File: config.mk
export PLATFORM = sky130hd
export DESIGN_NAME = ct_l2c_sram_acc_ctrl
export DESIGN_NICKNAME = d
export VERILOG_FILES = /design/src/rtl/ct_l2c_sram_pkg.sv /design/src/rtl/ct_l2c_sram_resp_fifo.sv /design/src/rtl/ct_l2c_sram_acc_ctrl.sv
export SDC_FILE = /design/constraint.sdc
export NUM_CORES = 1
export LEC_CHECK = 0
export BUFFER_PORTS_ARGS = -buffer_cell sky130_fd_sc_hd__buf_2
export CORE_MARGIN = 3
export CORE_UTILIZATION = 35
export CTS_CLUSTER_DIAMETER = 120
export DETAILED_ROUTE_END_ITERATION = 10
export PLACE_DENSITY = 0.56
export SLEW_MARGIN = 0
export SYNTH_ARGS = -nofsm -noshare
export SYNTH_HDL_FRONTEND = slang
export SYNTH_SLANG_ARGS = --single-unit
File: constraint.sdc
create_clock -name forever_cpuclk -period 4.16 [get_ports forever_cpuclk]
set_clock_uncertainty 0.2 [all_clocks]
set_input_delay 0.416 -clock forever_cpuclk [delete_from_list [all_inputs] [get_ports forever_cpuclk]]
set_output_delay 0.416 -clock forever_cpuclk [all_outputs]
set_load 0.02 [all_outputs]
File: src/rtl/ct_l2c_sram_pkg.sv
// Shared types and constants for the L2C SRAM access controller and its response FIFO.
package ct_l2c_sram_pkg;

    localparam int DEF_ADDR_WIDTH = 11;
    localparam int DEF_DATA_WIDTH = 88;
    localparam int DEF_FIFO_DEPTH = 4;
    localparam int INIT_LAST      = 2047;

    typedef enum logic {
        ST_INIT = 1'b0,
        ST_RUN  = 1'b1
    } ctl_state_e;

    function automatic int cnt_width(input int depth);
        return $clog2(depth + 1);
    endfunction

    // A depth-1 FIFO still needs a 1-bit pointer to keep the vectors legal.
    function automatic int ptr_width(input int depth);
        return (depth > 1) ? $clog2(depth) : 1;
    endfunction

endpackage

File: src/rtl/ct_l2c_sram_resp_fifo.sv
// Register-based response FIFO holding SRAM read data until the consumer takes it.
module ct_l2c_sram_resp_fifo
    import ct_l2c_sram_pkg::*;
#(
    parameter int FIFO_DEPTH = DEF_FIFO_DEPTH,
    parameter int DATA_WIDTH = DEF_DATA_WIDTH,
    localparam int CNT_W     = cnt_width(FIFO_DEPTH)
) (
    input  logic                  i_clk,
    input  logic                  i_rst_n,
    input  logic                  i_push,
    input  logic [DATA_WIDTH-1:0] i_wdata,
    input  logic                  i_pop,
    output logic [DATA_WIDTH-1:0] o_rdata,
    output logic [CNT_W-1:0]      o_cnt,
    output logic                  o_empty
);

    localparam int PTR_W = ptr_width(FIFO_DEPTH);

    logic [DATA_WIDTH-1:0] r_mem [FIFO_DEPTH];
    logic [PTR_W-1:0]      r_head;
    logic [PTR_W-1:0]      r_tail;
    logic [CNT_W-1:0]      r_cnt;

    function automatic logic [PTR_W-1:0] ptr_inc(input logic [PTR_W-1:0] p);
        return (p == PTR_W'(FIFO_DEPTH - 1)) ? '0 : p + 1'b1;
    endfunction

    // NOTE: the storage array has no reset; the head is masked to zero while empty,
    // so stale entries are never visible and the array stays plain flops without reset fan-out.
    always_ff @(posedge i_clk) begin
        if (i_push) begin
            r_mem[r_tail] <= i_wdata;
        end
    end

    always_ff @(posedge i_clk or negedge i_rst_n) begin
        if (!i_rst_n) begin
            r_head <= '0;
            r_tail <= '0;
            r_cnt  <= '0;
        end else begin
            if (i_push) begin
                r_tail <= ptr_inc(r_tail);
            end
            if (i_pop) begin
                r_head <= ptr_inc(r_head);
            end
            case ({i_push, i_pop})
                2'b10:   r_cnt <= r_cnt + 1'b1;
                2'b01:   r_cnt <= r_cnt - 1'b1;
                default: r_cnt <= r_cnt;
            endcase
        end
    end

    assign o_empty = (r_cnt == '0);
    assign o_cnt   = r_cnt;
    assign o_rdata = o_empty ? '0 : r_mem[r_head];

endmodule

File: src/rtl/ct_l2c_sram_acc_ctrl.sv
// Request-side controller for the 2048x88 single-port L2C SRAM: zero-fill sweep,
// registered SRAM pins, 2-stage read pipe and credit-checked response FIFO.
module ct_l2c_sram_acc_ctrl
    import ct_l2c_sram_pkg::*;
#(
    parameter int ADDR_WIDTH = DEF_ADDR_WIDTH,
    parameter int DATA_WIDTH = DEF_DATA_WIDTH,
    parameter int FIFO_DEPTH = DEF_FIFO_DEPTH,
    parameter int INIT_EN    = 1
) (
    input  logic                  forever_cpuclk,
    input  logic                  cpurst_b,
    input  logic                  req_vld,
    output logic                  req_rdy,
    input  logic                  req_wr,
    input  logic [ADDR_WIDTH-1:0] req_addr,
    input  logic [DATA_WIDTH-1:0] req_wdata,
    input  logic [DATA_WIDTH-1:0] req_wmask,
    output logic                  resp_vld,
    input  logic                  resp_rdy,
    output logic [DATA_WIDTH-1:0] resp_data,
    output logic                  init_done,
    output logic [ADDR_WIDTH-1:0] sram_a,
    output logic                  sram_cen,
    output logic                  sram_gwen,
    output logic [DATA_WIDTH-1:0] sram_wen,
    output logic [DATA_WIDTH-1:0] sram_d,
    input  logic [DATA_WIDTH-1:0] sram_q
);

    localparam int CNT_W  = cnt_width(FIFO_DEPTH);
    localparam int USED_W = CNT_W + 1;

    ctl_state_e            r_state;
    logic [ADDR_WIDTH-1:0] r_init_cnt;
    logic                  r_init_done;
    logic                  r_rdy_en;
    logic                  r_rd_s1;
    logic                  r_rd_s2;
    logic [ADDR_WIDTH-1:0] r_sram_a;
    logic                  r_sram_cen;
    logic                  r_sram_gwen;
    logic [DATA_WIDTH-1:0] r_sram_wen;
    logic [DATA_WIDTH-1:0] r_sram_d;

    logic [CNT_W-1:0]      w_fifo_cnt;
    logic                  w_fifo_empty;
    logic [USED_W-1:0]     w_used;
    logic                  w_has_credit;
    logic                  w_req_acc;
    logic                  w_resp_pop;

    // Credits cover FIFO entries plus reads still in the SRAM input/output stages.
    assign w_used       = USED_W'(w_fifo_cnt) + USED_W'(r_rd_s1) + USED_W'(r_rd_s2);
    assign w_has_credit = (w_used < USED_W'(FIFO_DEPTH));
    assign req_rdy      = r_rdy_en & (req_wr | w_has_credit);
    assign w_req_acc    = req_vld & req_rdy;
    assign w_resp_pop   = resp_vld & resp_rdy;

    // NOTE: sequential state uses non-blocking assignments only; idle pin values are
    // assigned first and the state-specific branches below override them.
    always_ff @(posedge forever_cpuclk or negedge cpurst_b) begin
        if (!cpurst_b) begin
            r_state     <= (INIT_EN != 0) ? ST_INIT : ST_RUN;
            r_init_cnt  <= '0;
            r_init_done <= (INIT_EN == 0);
            r_rdy_en    <= 1'b0;
            r_rd_s1     <= 1'b0;
            r_rd_s2     <= 1'b0;
            r_sram_a    <= '0;
            r_sram_cen  <= 1'b1;
            r_sram_gwen <= 1'b1;
            r_sram_wen  <= '1;
            r_sram_d    <= '0;
        end else begin
            r_sram_cen  <= 1'b1;
            r_sram_gwen <= 1'b1;
            r_sram_wen  <= '1;
            r_rd_s1     <= 1'b0;
            r_rd_s2     <= r_rd_s1;
            r_rdy_en    <= r_init_done;

            case (r_state)
                ST_INIT: begin
                    r_sram_a    <= r_init_cnt;
                    r_sram_d    <= '0;
                    r_sram_cen  <= 1'b0;
                    r_sram_gwen <= 1'b0;
                    r_sram_wen  <= '0;
                    r_init_cnt  <= r_init_cnt + 1'b1;
                    if (r_init_cnt == ADDR_WIDTH'(INIT_LAST)) begin
                        r_state <= ST_RUN;
                    end
                end
                ST_RUN: begin
                    r_init_done <= 1'b1;
                    if (w_req_acc) begin
                        r_sram_a   <= req_addr;
                        r_sram_cen <= 1'b0;
                        if (req_wr) begin
                            r_sram_gwen <= 1'b0;
                            r_sram_wen  <= ~req_wmask;
                            r_sram_d    <= req_wdata;
                        end else begin
                            r_rd_s1 <= 1'b1;
                        end
                    end
                end
            endcase
        end
    end

    ct_l2c_sram_resp_fifo #(
        .FIFO_DEPTH (FIFO_DEPTH),
        .DATA_WIDTH (DATA_WIDTH)
    ) u_resp_fifo (
        .i_clk   (forever_cpuclk),
        .i_rst_n (cpurst_b),
        .i_push  (r_rd_s2),
        .i_wdata (sram_q),
        .i_pop   (w_resp_pop),
        .o_rdata (resp_data),
        .o_cnt   (w_fifo_cnt),
        .o_empty (w_fifo_empty)
    );

    assign resp_vld  = ~w_fifo_empty;
    assign init_done = r_init_done;
    assign sram_a    = r_sram_a;
    assign sram_cen  = r_sram_cen;
    assign sram_gwen = r_sram_gwen;
    assign sram_wen  = r_sram_wen;
    assign sram_d    = r_sram_d;

endmodule

# Word level (Yosys, flattened, before mapping)

Memories as Yosys holds them, arrays and structs flattened.
Cells that the tools add are included.

Input bits: 280
Output and inout bits: 280
Bits in writable memories: 352
Word-level logic and storage cells: 63
Flip-flop bits (word level): 212
Memories: 1

Memory list:

| memory            | depth | width | rd ports | clocked after memory_dff | wr ports | line                        | RTL |
|---|---|---|---|---|---|---|---|
| u_resp_fifo.r_mem | 4     | 88    | 1        | 0                        | 1        | ct_l2c_sram_resp_fifo.sv:21 | `logic [DATA_WIDTH-1:0] r_mem [FIFO_DEPTH];` |

Mux-type cells: 23
Reduce and logical (&&, ||, !) cells: 3
Eq/ne operators: 7
$lt $le $gt $ge: 1
Bitwise logic cells: 7
$add $sub $neg: 7

Operators by type and width:

| kind                  | number |
|---|---|
| $mux 88               | 5 |
| $pmux 88 s2           | 2 |
| $not 88->88           | 1 |
| $pmux 11 s2           | 1 |
| $add 11x1->11 const B | 1 |
| $eq 11x11->1 const B  | 1 |
| $mux 11               | 1 |
| $mux 1                | 9 |
| $eq 2x2->1 const B    | 3 |
| $pmux 3 s2            | 1 |
| $add 2x1->2 const B   | 2 |
| $add 3x1->4           | 1 |
| $add 4x1->4           | 1 |
| $lt 4x3->1 const B    | 1 |
| $mux 2                | 2 |
| $pmux 1 s2            | 2 |
| $add 3x1->3 const B   | 1 |
| $and 1x1->1           | 3 |
| $logic_not 3->1       | 1 |
| $sub 3x1->3 const B   | 1 |
| $eq 2x1->1 const B    | 1 |
| $ne 2x1->1 const B    | 1 |
| $ne 2x2->1 const B    | 1 |
| $not 1->1             | 2 |
| other kinds (3)       | 3 |

# Depth between registers and ports, before layout

Gate-level depths: netlist of run 1.

Word-level depth: 8
Mapped depth: 9
Gate-level depth less buffers: 8

# By module

A second synthesis of run 1 with hierarchy kept.

Cell total of the unflattened synthesis: 1313
Area, all modules: 22041.1 um^2

By module, submodules not included:

| module                | cells an instance | area each (um^2) | seq. area each (um^2) | instances |
|---|---|---|---|---|
| ct_l2c_sram_resp_fifo | 594               | 13719.4          | 10745.3               | 1 |
| ct_l2c_sram_acc_ctrl  | 719               | 8321.7           | 5242.5                | 1 |

# Worst setup path before layout of run 1

No wires, ideal clock.

Path type: register to register
Start: register u_resp_fifo.r_tail[0]
End: memory u_resp_fifo.r_mem[0][0] in the netlist's numbering, enable pin
Clock period less this slack: 3.318 ns
Cell stages (with the launch flop): 4
Path buffers: 0
Data arrival time: 2.662 ns
Setup slack: 0.842 ns
Data required time: 3.504 ns
Library setup time: 0.456 ns
Cell sequence: dfrtp_1 -> inv_1 -> ha_1 -> and2_1

RTL lines:

| what                   | line                        | RTL |
|---|---|---|
| from (decl)            | ct_l2c_sram_resp_fifo.sv:23 | `logic [PTR_W-1:0] r_tail;` |
| from (signal assigned) | ct_l2c_sram_resp_fifo.sv:45 | `r_tail <= ptr_inc(r_tail);` |
| to (decl)              | ct_l2c_sram_resp_fifo.sv:21 |  |

Straight into the memory's write port.

# Worst setup path in the final report of run 1

Start: register u_resp_fifo.r_head[0]
End: output port resp_data[86]

Longest elaborated chain between the ends: 2

RTL lines:

| what                   | line                        | RTL |
|---|---|---|
| from (decl)            | ct_l2c_sram_resp_fifo.sv:22 | `logic [PTR_W-1:0] r_head;` |
| from (signal assigned) | ct_l2c_sram_resp_fifo.sv:48 | `r_head <= ptr_inc(r_head);` |
| $mem_v2 4x88           | n/a                         |  |
| $mux 88                | ct_l2c_sram_resp_fifo.sv:60 | `assign o_rdata = o_empty ? '0 : r_mem[r_head];` |
| to (decl)              | ct_l2c_sram_acc_ctrl.sv:21  | `output logic [DATA_WIDTH-1:0] resp_data,` |

Every way passes these cells.

==> flow_summary.yaml, run 1 <==
placed_design:
  place_area_um2: 25600
  port_buffers: 559
  place_congestion: 0.834
  hpwlAfterDp_um: 40800
setup_path:
  worstPathMaxFanout: 38
  critical_path.cell_chain: "buf_12, mux4_2, and2_1, buf_2"
  crit_required_ns: 3.54
  endpoint_kind: "output port"
  max_stage_delay_ns: 0.79
  cp-start-kind: "flop"
  worstPathArrival_ns: 2.76
  critical_path_class: "flop to output port"
  worst_path_max_delay_cell: "dfrtp_4"
layout:
  final_core_util_pct: 49.0
  layout-drive-gt1-share_pct: 39.2
  final_area_um2: 30300
  area_delta_synth_final_pct: 38.3
  nNetsFinal: 2428
floorplanning:
  die_w_um: 256
  rows: 91
  die_height_um: 256
  die-area_um2: 65600
  core_area_um2: 61800
  top_level_ports: 560
  initial_core_util_pct: 35.4
global_routing:
  use_met3_pct: 4.72
  track_usage_pct: 19.0
  met1_usage_pct: 22.7
  antenna_found_initial: 12
  grt_pass1_vias: 15849
  grt_busiest_layer: "met2"
  grt_pass1_wl_um: 96200
  use_met2_pct: 32.1
  grt_max_degree: 127
  grt_overflow: 0
power_and_ir_drop:
  p_int_w: 0.0108
  p_seq_share_pct: 40.9
  p_comb_share_pct: 24.6
  swShare_pct: 28.9
  p_clk_share_pct: 34.6
  p_leak_nw: 12.0
  ir_drop_mv: 0.296
  power.density_nw_per_um2: 499
  p_switching_w: 0.00437
yosys:
  synth_cell_types: 40
  yosys-top-cells-area: "edfxtp_1, dfrtp_1, dfstp_2, mux4_2, a21boi_1"
  synthArstFlopShare_pct: 37.6
  synth-seq-cells: 564
  yosysTopAreaCell: "edfxtp_1"
  syn_area_um2: 21900
  synth_top_area_share_pct: 48.3
  synth.top_cells.by_count: "edfxtp_1, nand2_1, a21boi_1"
  synth_most_common_cell: "edfxtp_1"
  syn_inst: 1313
  synth_fp_nets: 1602
  synth_edf_count: 352
  syn_avg_cell_area_um2: 16.7
  synthFlopType: "edfxtp_1"
  yosysWarnings: 0
  ys_seq_area_share_pct: 73.0
timing:
  tns_ns: 0
  clock.fmax_mhz: 296
  tightest_slew_ns: 1.05
  post-route-period-util_pct: 81.1
  max_slew_margin_pct: 30.1
  final_max_slew_viol_count: 0
  post-route-min-period_ns: 3.37
  rsz0062_at_grt: "no"
  hold_violations: 0
  setup_viol: 0
clock_tree:
  cts_tree: "yes"
  path_clk_slew_ns: 0.06
  cts_resized: 0
  cts_buffer_depth: 3
  cts-root-buf: "clkbuf_16"
  clock-sinks: 564
  cts_buffers: 60
  htreeDepth: 2
  insertion_delay_ns: 0.61
route:
  vias: 14582
  wl_per_cell_um: 20.8
  drt-initial-drc-count: 799
  first_pass_iters: 5
  route.detailed.drc: 0
  avgViaCountPerCell: 4.80
  ant_nets: 0
  drt-total-wl_um: 63200
run_status:
  status: "complete, no violations"
run:
  cap_violations: 0
min_path:
  hold_class: "input port to flop"
power by group through the flow:
| stage | combinational [W] | sequential, W | clock [W] |
|---|---|---|---|
| floorplan | 0.00255 | 0.00612 | 0 |
| global placement | 0.00355 | 0.00630 | 0 |
| detailed placement | 0.00355 | 0.00630 | 0 |
| CTS | 0.00378 | 0.00619 | 0.00539 |
| global route | 0.00399 | 0.00620 | 0.00560 |
| finish | 0.00372 | 0.00618 | 0.00523 |
worst max-delay path, delay by kind of cell (launching register included):
family                 cells  cell delay [ns]
AND/OR/NAND/NOR            1             0.22
buffers and inverters      2             0.55
multiplexers               1             0.55
flip-flops                 1             0.79
cell families (layout without fill, tap and decap cells):
logic type               count (synthesis)  in the layout  synth area share, %
other                                    0             10                    0
buffers and inverters                   96            973                 2.27
AO/OA/AOI/OAI                          207            207                 7.08
AND/OR/NAND/NOR                        332            332                 7.30
flip-flops                             564            564                 73.0
adder cells (fa/ha/maj)                  9              9                0.548
multiplexers                            92             92                 9.28
XOR/XNOR                                13             13                0.520
cell type report:
class	instances	area, um2
fillers	5312	31500
flip-flops and latches	564	16000
repair buffers	854	5830
multi-input cells	653	5450
clock buffers	68	1530
well taps	837	1050
clock inverters	45	395
diodes	10	25.0
inverters	6	22.5
flip-flops by register name (all words and copies together), names as in the netlist:
register,count
r_rd_s1,1
init_done,1
r_init_cnt,11
sram_wen,88
u_resp_fifo.r_head,2
sram_a,11
sram_d,88
sram_gwen,1
u_resp_fifo.r_tail,2
r_rdy_en,1
u_resp_fifo.r_mem,352
r_rd_s2,1
r_state,1
sram_cen,1
u_resp_fifo.o_cnt,3
timing repair:
| item | CTS | global route |
|---|---|---|
| endpoints found under the hold margin | 605 | 0 |
| setup buffers | 0 | 0 |
| hold buffers | 277 | 0 |
metal layers:
| metal | vias to the layer above | wire [um] |
|---|---|---|
| li1 | 6520 | - |
| met1 | 7362 | 24400 |
| met2 | 556 | 31400 |
| met3 | 140 | 4360 |
| met4 | 4 | 3030 |
| met5 | - | 28 |
metrics by stage:
stage	cells	hold WS, ns	setup WS, ns	power [W]
detailed placement	2637	0.212	1.35	0.00985
global placement	2637	0.191	1.36	0.00985
CTS	3027	0.0127	0.673	0.0154
floorplan	1313	-0.0796	0.842	0.00867
finish	3037	0.0471	0.787	0.0151
global route	3034	0.0300	0.588	0.0158
layout by cell type, fill, tap and decap left out, types with 11 or more instances in the layout:
cell / instances
nand3_1: 11
clkinv_1: 19
and2_1: 91
dfstp_2: 90
dfrtp_1: 119
nor2b_1: 11
a21boi_1: 142
nand4_1: 15
a31oi_1: 11
buf_2: 558
mux4_2: 88
clkbuf_16: 60
a21boi_0: 35
edfxtp_1: 352
dlygate4sd3_1: 277
o2111ai_1: 11
nand2_1: 182
worst paths after layout:
check | start | endpoint | slack (ns) | depth (start not counted)
worst max-delay path | u_resp_fifo.r_head[0] | resp_data[86] | 0.79 | 4
worst min-delay path | resp_rdy | u_resp_fifo.r_head[0] | 0.05 | 3
worst max register to register | u_resp_fifo.o_cnt[1] | u_resp_fifo.o_cnt[1] | 1.55 | 6
worst min register to register | r_rd_s1 | r_rd_s2 | 0.22 | 0
max in group asynchronous | cpurst_b | sram_wen[20] | 2.34 | 3
min in group asynchronous | cpurst_b | sram_d[2] | 0.30 | 2
No activity file was read; power rests on OpenSTA's default activity.
==> run 2: changes to the inputs <==
--- a/config.mk
+++ b/config.mk
@@ -10,7 +10,7 @@
 export CORE_UTILIZATION = 35
 export CTS_CLUSTER_DIAMETER = 120
 export DETAILED_ROUTE_END_ITERATION = 10
-export PLACE_DENSITY = 0.56
+export PLACE_DENSITY = 0.58
 export SLEW_MARGIN = 0
 export SYNTH_ARGS = -nofsm -noshare
 export SYNTH_HDL_FRONTEND = slang
==> constraint.sdc (replaced) <==
create_clock -name forever_cpuclk -period 2.9 [get_ports forever_cpuclk]
set_clock_uncertainty 0.2 [all_clocks]
set_input_delay 0.29 -clock forever_cpuclk [delete_from_list [all_inputs] [get_ports forever_cpuclk]]
set_output_delay 0.29 -clock forever_cpuclk [all_outputs]
set_load 0.02 [all_outputs]
==> run 2 against run 1 <==
First-iteration DRC count shrank 4.9%. Core utilization grew 0.78 points. Sequential power grew 41%. Sequential share of layout area shrank 0.83 points. Critical path type unchanged. Largest power group unchanged.
==> flow_summary.yaml, run 2 (same netlist as run 1, synthesis figures left out) <==
placed_design:
  pre_cts_ws_ns: 0.543
  dp.cells: 2656
  port_buffers: 559
  place_congestion: 0.877
  hpwlAfterDp_um: 42200
  place_area_um2: 25800
layout:
  nNetsFinal: 2451
  fin_cells: 3053
  largest_reg_flops: 352
  area_delta_synth_final_pct: 40.5
  final_common_cell: "buf_2"
  largest-register: "u_resp_fifo.r_mem"
  layout-drive-gt1-share_pct: 40.2
  fillCellCount: 5209
  layout_common_cells: "buf_2, edfxtp_1, dlygate4sd3_1, nand2_1, a21boi_1"
  final_area_um2: 30800
global_routing:
  grt_pass1_wl_um: 95300
  grt_max_degree: 90
  track_usage_pct: 18.7
  grt_overflow: 0
  antenna_found_initial: 4
  grt_pass1_vias: 15820
route:
  vias: 14576
  ant_nets: 0
  drt-total-wl_um: 62700
  drt-initial-drc-count: 760
  route.detailed.drc: 0
  avgViaCountPerCell: 4.77
  wl_per_cell_um: 20.5
  first_pass_iters: 7
setup_path:
  endpoint_kind: "output port"
  critical_path_class: "flop to output port"
  crit_required_ns: 2.41
  worstPathMaxFanout: 89
  r2r_slack_ns: 0.65
  worstPathArrival_ns: 2.31
  cp-start-kind: "flop"
timing:
  setup_viol: 0
  clock.fmax_mhz: 357
  tns_ns: 0
  max_slew_margin_pct: 38.2
  hold_violations: 0
  post-route-period-util_pct: 96.5
  post-route-min-period_ns: 2.80
  whs_ns: 0.136
  timing.final.ws_setup_ns: 0.101
  tightest_slew_ns: 0.926
  final_max_slew_viol_count: 0
power_and_ir_drop:
  ir_drop_mv: 0.448
  power.density_nw_per_um2: 728
  p_leak_nw: 12.3
clock_tree:
  cts_buffer_depth: 3
  insertion_delay_ns: 0.60
  htreeDepth: 2
  cts-root-buf: "clkbuf_16"
  path_clk_slew_ns: 0.06
  clock-sinks: 564
  cts_tree: "yes"
  cts_buffers: 59
min_path:
  hold_class: "input port to async pin"
run_status:
  status: "complete, no violations"
floorplanning:
  die_w_um: 256
  rows: 91
  die_height_um: 256
  top_level_ports: 560
  initial_core_util_pct: 35.4
  die-area_um2: 65600
  core_area_um2: 61800
run:
  cap_violations: 0
## run 2: cell count changes in the layout (fill, tap and decap cells not counted), sizes merged
cell	delta
bufinv	+5
buf	+23
clkinv	-16
dlygate4sd3	+1
diode	-7
clkinvlp	-2
inv	+1
clkbuf	+11
## run 2: final cells by class
cell class	instances	area, um2	share of cell area (%)
Sequential cell	564	16000	52.0
Antenna cell	3	7.51	0.0244
Clock inverter	33	469	1.52
Multi-Input combinational cell	653	5450	17.7
Clock buffer	79	1630	5.29
Tap cell	837	1050	3.40
Inverter	6	22.5	0.0732
Timing Repair Buffer	878	6160	20.0
## run 2: final timing paths
| path | from | endpoint | cells after the start |
|---|---|---|---|
| max in group asynchronous | cpurst_b | sram_wen[75] | 3 |
| hold / removal | cpurst_b | sram_wen[11] | 2 |
| min in group forever_cpuclk | req_wmask[62] | sram_wen[62] | 3 |
| setup reg to reg | u_resp_fifo.o_cnt[0] | u_resp_fifo.o_cnt[2] | 8 |
| hold reg to reg | init_done | r_rdy_en | 0 |
| setup / recovery | u_resp_fifo.o_cnt[0] | resp_data[85] | 4 |
## run 2: worst max-delay path: stages (launching register included)
cell     delay (ns)
dfrtp_1        0.41
or3_2          0.50
buf_8          0.21
and2_1         0.26
buf_2          0.19
## run 2: what timing repair did
action                     4_1_cts  5_1_grt
setup endpoints to repair       79        7
hold endpoints to repair       677        0
buffers inserted                 3        0
hold buffers                   279        0
resized for setup                1        4
## run 2: routing by layer
metal | part of all wire [%] | vias to the layer above | wire length, um | track usage [%]
li1 | - | 6563 | - | -
met1 | 38 | 7327 | 23800 | 22.2
met4 | 5.1 | 4 | 3200 | 8.66
met3 | 6.5 | 136 | 4100 | 4.46
met2 | 50 | 546 | 31600 | 32.2
met5 | 0.040 | - | 25 | 0
## run 2: through the flow
stage / total power, W / utilization (%)
3_5_place_dp: 0.0142 / 41.8
2_1_floorplan: 0.0124 / -
4_1_cts: 0.0228 / 49.7
5_1_grt: 0.0234 / 49.8
6_report: 0.0224 / 49.8
3_3_place_gp: 0.0142 / 41.8
## run 2: where the power goes
group,switching (W),internal (W),leakage (nW),total (W)
clock,0.00315,0.00493,1.02,0.00808
combinational,0.00294,0.00267,5.48,0.00560
sequential,0.000132,0.00861,5.76,0.00874
total,0.00622,0.0162,12.3,0.0224
